`config.mk`:
```
export PLATFORM = sky130hd
export DESIGN_NAME = booth_divider_seq
export DESIGN_NICKNAME = d
export VERILOG_FILES = /design/src/rtl/booth_divider_seq_pkg.sv /design/src/rtl/booth_divider_seq_div_step.sv /design/src/rtl/booth_divider_seq.sv
export SDC_FILE = /design/constraint.sdc
export NUM_CORES = 1
export LEC_CHECK = 0
export CORE_UTILIZATION = 25
export DETAILED_ROUTE_END_ITERATION = 8
export DONT_BUFFER_PORTS = 1
export GPL_TIMING_DRIVEN = 1
export HOLD_SLACK_MARGIN = 0.02
export PLACE_DENSITY_LB_ADDON = 0.08
export SYNTH_ARGS = -nofsm -noshare
export SYNTH_HDL_FRONTEND = slang
export SYNTH_SLANG_ARGS = --single-unit
```
`constraint.sdc`:
```
create_clock -name clk -period 1.8 [get_ports clk]
set_input_delay 0.18 -clock clk [delete_from_list [all_inputs] [get_ports clk]]
set_output_delay 0.18 -clock clk [all_outputs]
set_load 0.02 [all_outputs]
```
`src/rtl/booth_divider_seq_pkg.sv`:
```
// Shared definitions for the sequential restoring divider.
// - state_t   : control FSM state encoding (IDLE, RUN, FIN)
// - cnt_width : width of the iteration counter needed to hold the value w
package booth_divider_seq_pkg;

  typedef enum logic [1:0] {
    IDLE = 2'b00,
    RUN  = 2'b01,
    FIN  = 2'b10
  } state_t;

  function automatic int unsigned cnt_width(input int unsigned w);
    return $clog2(w + 1);
  endfunction

endpackage

```
`src/rtl/booth_divider_seq_div_step.sv`:
```
// One restoring-division iteration, purely combinational.
// Ports:
//   a      : partial remainder A (W+1 bits)
//   q      : dividend low half / quotient being built (W bits)
//   d      : divisor (W bits)
//   a_next : A after shift and conditional subtract
//   q_next : Q after shift, with the new quotient bit in bit 0
module booth_divider_seq_div_step #(
  parameter int unsigned W = 3
) (
  input  logic [W:0]   a,
  input  logic [W-1:0] q,
  input  logic [W-1:0] d,
  output logic [W:0]   a_next,
  output logic [W-1:0] q_next
);

  logic [W+1:0] a_sh;
  logic [W+1:0] t;

  // The shift is kept one bit wider than A so the subtract sign is exact even
  // if A[W] were set; with A < D it always matches the W+1-bit sign bit.
  always_comb begin
    a_sh   = {a, q[W-1]};
    t      = a_sh - {2'b00, d};
    q_next = q << 1;
    if (!t[W+1]) begin
      a_next    = t[W:0];
      q_next[0] = 1'b1;
    end else begin
      a_next    = a_sh[W:0];
    end
  end

endmodule

```
`src/rtl/booth_divider_seq.sv`:
```
// Sequential unsigned restoring divider: 2W-bit dividend / W-bit divisor,
// W iteration cycles, with start/done handshake.
// Ports:
//   clk, reset          : rising-edge clock, synchronous active-high reset
//   start               : request, sampled only in IDLE with dividend/divisor
//   dividend, divisor   : unsigned operands
//   busy                : high whenever the FSM is not in IDLE
//   done                : one-cycle pulse; results valid from this cycle
//   quotient, remainder : registered results, held until the next completion
//   ovf                 : quotient does not fit W bits, or divide-by-zero
module booth_divider_seq
  import booth_divider_seq_pkg::*;
#(
  parameter int unsigned W = 3
) (
  input  logic           clk,
  input  logic           reset,
  input  logic           start,
  input  logic [2*W-1:0] dividend,
  input  logic [W-1:0]   divisor,
  output logic           busy,
  output logic           done,
  output logic [W-1:0]   quotient,
  output logic [W-1:0]   remainder,
  output logic           ovf
);

  localparam int unsigned CW = cnt_width(W);

  state_t        state, state_next;
  logic [W:0]    a_r;
  logic [W-1:0]  q_r;
  logic [W-1:0]  d_r;
  logic [CW-1:0] cnt;

  logic [W:0]    a_step;
  logic [W-1:0]  q_step;
  logic          ovf_in;
  logic          load;
  logic          ovf_load;
  logic          last;

  booth_divider_seq_div_step #(.W(W)) u_step (
    .a      (a_r),
    .q      (q_r),
    .d      (d_r),
    .a_next (a_step),
    .q_next (q_step)
  );

  // High half >= divisor means the quotient needs more than W bits; this
  // also catches divisor == 0.
  always_comb begin
    state_next = state;
    load       = 1'b0;
    ovf_load   = 1'b0;
    last       = 1'b0;
    ovf_in     = (dividend[2*W-1:W] >= divisor);
    case (state)
      IDLE: begin
        if (start) begin
          if (ovf_in) begin
            ovf_load   = 1'b1;
            state_next = FIN;
          end else begin
            load       = 1'b1;
            state_next = RUN;
          end
        end
      end
      RUN: begin
        if (cnt == CW'(1)) begin
          last       = 1'b1;
          state_next = FIN;
        end
      end
      FIN:     state_next = IDLE;
      default: state_next = IDLE;
    endcase
  end

  always_comb begin
    busy = (state != IDLE);
    done = (state == FIN);
  end

  always_ff @(posedge clk) begin
    if (reset) begin
      state <= IDLE;
    end else begin
      state <= state_next;
    end
  end

  always_ff @(posedge clk) begin
    if (reset) begin
      a_r       <= '0;
      q_r       <= '0;
      d_r       <= '0;
      cnt       <= '0;
      quotient  <= '0;
      remainder <= '0;
      ovf       <= 1'b0;
    end else begin
      if (load) begin
        a_r <= {1'b0, dividend[2*W-1:W]};
        q_r <= dividend[W-1:0];
        d_r <= divisor;
        cnt <= CW'(W);
      end else if (state == RUN) begin
        a_r <= a_step;
        q_r <= q_step;
        cnt <= cnt - CW'(1);
      end

      // Results only move on completion, never on start acceptance.
      if (ovf_load) begin
        ovf       <= 1'b1;
        quotient  <= '1;
        remainder <= '0;
      end else if (last) begin
        ovf       <= 1'b0;
        quotient  <= q_step;
        remainder <= a_step[W-1:0];
      end
    end
  end

endmodule

```
== Word level (Yosys, flattened, before mapping) ==
Cells that the tools add are included.
W data, S select, Z words.
Word-level totals
  flip-flop bits (word level): 21
  memories: 0
  memory bits (read-only): 0
  output and inout port bits: 9
  latch bits: 0
  memory bits (writable): 0
  logic and storage cells: 48
Cells by class
  reductions and logical operators: 7
  multiply operators: 0
  add/subtract/negate cells: 2
  equal/unequal tests: 5
  bitwise gates (word level): 0
  order comparisons: 1
  shift operators: 0
  div/mod/pow operators: 0
  mux-type cells: 24
Operators by type and width (number)
  $mux W3: 6
  $mux W1: 11
  $mux W2: 5
  $reduce_bool A2 Y1: 3
  $sub A5 B3 Y5: 1
  $eq A2 B1 Y1 const B: 2
  $mux W4: 1
  $ne A2 B2 Y1 const B: 2
  $pmux W2 S2: 1
  $reduce_or A2 Y1: 2
  $ge A3 B3 Y1: 1
  $eq A2 B2 Y1 const B: 1
  $logic_not A2 Y1: 1
  $reduce_and A2 Y1: 1
  $sub A2 B1 Y2 const B: 1

== Logic depth before layout (Yosys ltp) ==
  depth after elaboration: 5
  mapped depth: 7
  depth with buffers taken out: 7

== Cells and area by module ==
From an unflattened synthesis, not the netlist that was laid out.
Unflattened totals
  cell total of the unflattened synthesis: 142
  area, all modules: 1285.0 sq um
By module, submodules not included
  booth_divider_seq: cells an instance 97, area an instance 977.2 sq um, times used 1
  booth_divider_seq_div_step: cells an instance 45, area an instance 307.8 sq um, times used 1

== Least setup slack after synthesis ==
OpenSTA, ideal clock, no wires.
  kind: register -> register
  start point: reg q_r[2]
  end point: reg a_r[2]
  data required time: 1.667 ns
  clock period less this slack: 1.771 ns
  data arrival time: 1.639 ns
  cell stages (with the launch flop): 8
  slack: 0.029 ns
  path through: dfxtp_1 -> inv_1 -> ha_1 -> fa_1 -> and2b_1 -> o21ai_1 -> o221ai_1 -> a31oi_1
Between the ends
  word-level cells in the longest chain between the ends: 4
RTL lines
  start, declared: line booth_divider_seq.sv:32  | logic [W-1:0] q_r;
  start signal, assigned: line booth_divider_seq.sv:107  | q_r <= dividend[W-1:0];
  start signal, assigned: line booth_divider_seq.sv:112  | q_r <= q_step;
  $sub A5 B3 Y5: line booth_divider_seq_div_step.sv:25  | t = a_sh - {2'b00, d};
  $mux W4: line booth_divider_seq_div_step.sv:27  | if (!t[W+1]) begin
  $mux W3: line booth_divider_seq.sv:110  | end else if (state == RUN) begin
  $mux W3: line booth_divider_seq.sv:105  | if (load) begin
  end signal, assigned: line booth_divider_seq.sv:106  | a_r <= {1'b0, dividend[2*W-1:W]};
  end signal, assigned: line booth_divider_seq.sv:111  | a_r <= a_step;
  end, declared: line booth_divider_seq.sv:31  | logic [W:0] a_r;
No other way between the ends. The select of a mux whose other input is x is not followed.
A chain may end at the register's enable or synchronous reset.

== Final worst setup path ==
  start point: reg q_r[2]
  end point: reg quotient[0]
Between the ends
  word-level cells in the longest chain between the ends: 4
RTL lines
  $sub A5 B3 Y5: line booth_divider_seq_div_step.sv:25
  $mux W1: line booth_divider_seq_div_step.sv:27
  $mux W3: line booth_divider_seq.sv:121  | end else if (last) begin
  $mux W3: line booth_divider_seq.sv:117  | if (ovf_load) begin
  end signal, assigned: line booth_divider_seq.sv:123  | quotient <= q_step;
  end, declared: line booth_divider_seq.sv:23  | output logic [W-1:0] quotient,
No other way between the ends. The select of a mux whose other input is x is not followed.

==> run summary <==
The area of the die came out at 0.00546 mm2. Across the run, the number of max-cap violations was 0. At the end of routability-driven placement, the weighted congestion stood at 0.789.

The final routed wire length divided by cell count came out at 14.4 um. The top cell types in the final layout, fill and taps aside, are sky130_fd_sc_hd__dfxtp_1 (19), sky130_fd_sc_hd__a21oi_1 (13), sky130_fd_sc_hd__nand3_1 (10). The transition time at the pin with the least slew margin came out at 0.872 ns.

The required time reported for the critical path endpoint came out at 1.95 ns. The detailed-route vias per instance is 5.07. The time the worst path needs with I/O delays and setup is 1.70 ns. The count of antenna-violating nets left after detailed routing is 0. The via count of the first global-routing pass is 1,189. Setup repair after global routing could not meet its margin everywhere. The all-layer global routing usage is 13.8%. STA classifies the critical path startpoint as a register. In this run the power density over the cells is 916 mW/mm2.

For this design the top-level I/O count stands at 21. The worst hold path stage count came out at 1. The routed layout has 1,136 vias. The row count is 25. Clock-pin slew was measured on the worst setup and hold paths at 0.08 ns. After global routing the overflow that remains totals 0. The total of buffers placed on input and output ports is 0. After synthesis the cells add up to 0.00129 mm2. The number of enable-type register cells in the synthesized netlist came out at 0. The cell sitting at the root of the clock tree is a sky130_fd_sc_hd__clkbuf_8. The number of instances in the synthesized netlist is 153. The setup TNS after final layout came out at 0 ns. CTS built an H-tree with a depth of 1. In the synthesized netlist the dominant register cell turns out to be sky130_fd_sc_hd__dfxtp_1. During synthesis, Yosys emitted a total of 0 warnings.

The horizontal die dimension came out at 73.9 um. The number of antenna violations at the first check in global routing came to 0. The count of cell types in the netlist is 41.

The cell taking the most area after synthesis is sky130_fd_sc_hd__dfxtp_1. The number of DRC markers in iteration 0 is 52. The total wirelength of the detailed-routed design is 3.24 mm.

The number of antenna diodes is 0. TritonCTS built the clock tree. The layout net count is 178.

The checks that failed: hold timing. The TritonCTS buffer count came out at 3. The maximum resistive drop on vdd came out at 0.290 mV. The initial cell density of the core came out at 26.6%.

The final critical-path share of the clock period is 94.7%. The net count after synthesis came out at 173. The max-slew violation count came out at 0.

The synthesized design devotes to its leading area cell type 32.6% of total area. The detailed-routing iteration count for the pre-antenna-repair pass is 4. The largest fanout on the critical path is 4.

Fill cells in the final layout number 523. The design area is 0.00145 mm2. The y dimension of the die is 73.9 um.

After synthesis, the cell types taking the most area are sky130_fd_sc_hd__dfxtp_1 (33%), sky130_fd_sc_hd__ha_1 (6.8%), sky130_fd_sc_hd__o211ai_1 (5.2%). The setup slack at placement came out at -0.00245 ns. The final setup slack of the worst path is 0.0953 ns. The worst-case hold slack came out at -0.0272 ns. Leaving out fill and tap cells, the most frequent cell in the layout is sky130_fd_sc_hd__dfxtp_1. The leakage power figure is 0.000514 uW. The total count of hold-check failures in the final report is 18. The worst pin sits at a relative slew slack of 41.5%. The maximum clock insertion buffer count came out at 2. The final worst clock skew came out at 0.00223 ns. Synthesis inferred 21 register bits.

The run finished, with violations left. The share of synthesized registers carrying an async set or reset came out at 0%. Once placement finished, the instance area stood at 0.00137 mm2. The number of sinks on the clock net is 21.

In the final layout, the share of cells above drive strength 1 is 17.8%. The clock insertion delay at the later pin of the skew report is 0.26 ns. The worst hold path belongs to the class in2reg. The core region is 0.00485 mm2.

The area growth from synthesis to layout is 12.2%. The share of the Yosys chip area taken by registers is 32.6%. The post-route DRC violation count came out at 0. The end-of-flow core utilization is 29.9%. The top achievable clock speed is 0.587 GHz. The critical setup path kind is reg2reg. The worst setup path is captured at a register. The average instance in the mapped netlist occupies 8.44 um2. The critical path arrival is 1.85 ns.

The number of endpoints failing setup at the final stage came out at 0. After legalization and detailed placement, the total HPWL measured 2.40 mm. Entering global routing, the biggest net connects 23 pins.

The number of buffers inserted for hold repair after clock tree synthesis came out at 1. The worst-case reg-to-reg path depth came out at 8. The wire length of the first global-routing pass came out at 5.67 mm.
## cells in the mapped netlist, drive strengths merged (3+ instances only)
library cell   n
dfxtp         21
nor2           7
o211ai         9
a21oi         13
a31oi          6
inv           10
nand3         10
a211oi         4
buf            7
o21ai          6
nand2b         3
o22ai          4
nor2b          8
and2           3
nand4          3
nand2         10
ha             7
## what timing repair did
item                       in CTS  in global routing
setup buffers                   0                  0
resized for setup               1                  8
pin swaps                       0                  2
hold endpoints to repair       19                 18
setup endpoints to repair       4                  8
## layer usage
metal / vias to the layer above / GRT usage, % / part of all wire, % / wire length, um
li1: 571 / - / - / -
met1: 521 / 18.9 / 48 / 1540
met2: 38 / 20.6 / 43 / 1400
met3: 6 / 4.80 / 7.4 / 240
met4: 0 / 3.42 / 1.5 / 50
met5: - / 0 / 0 / 0
## power breakdown
group,switching [uW],internal (uW)
clock network,162,158
logic,247,195
registers,54.4,510
## sequential cells by signal, indices dropped and copies added (netlist names)
signal and count:
q_r 3, quotient 3, cnt 2, state 2
remainder 3, a_r 4, d_r 3, ovf 1
## kinds of logic (layout without fill, tap and decap cells)
logic type      Yosys count  count (layout)  synth area share (%)
compound gates           50              50                  27.1
fa+ha+maj                 8               8                  8.33
buf+inv                  19              23                  7.85
flops                    21              21                  32.6
mux                       2               2                  1.55
simple gates             53              53                  22.6
## worst max-delay path, cell delays in order, from the launching register on
cell	delay [ns]
sky130_fd_sc_hd__dfxtp_2	0.33
sky130_fd_sc_hd__inv_2	0.05
sky130_fd_sc_hd__ha_4	0.12
sky130_fd_sc_hd__fa_2	0.19
sky130_fd_sc_hd__and2b_1	0.20
sky130_fd_sc_hd__buf_4	0.16
sky130_fd_sc_hd__or3_4	0.36
sky130_fd_sc_hd__nand4_1	0.10
sky130_fd_sc_hd__a31oi_1	0.08
## stage by stage
step | total power [uW] | instances
final | 1330 | 224
after global routing | 1430 | 224
after CTS | 1340 | 224
after detailed placement | 1010 | 219
after global placement | 1000 | 219
after floorplan | 918 | 153
## final cells by class
class / instances / area (um2) / share of cell area [%]
multi-input combinational: 113 / 790 / 54.5
sequential: 21 / 423 / 29.2
tap: 67 / 83.8 / 5.79
timing repair buffer: 9 / 70.1 / 4.84
clock buffer: 4 / 45.0 / 3.11
inverter: 10 / 37.5 / 2.59
## worst paths after layout
kind                      end     start  slack (ns)
setup reg to reg  quotient[0]    q_r[2]         0.1
hold / removal         d_r[0]     reset       -0.03
setup / recovery  quotient[0]    q_r[2]         0.1
hold reg to reg      state[1]  state[1]        0.47
Power figures use the tool's default switching activity.
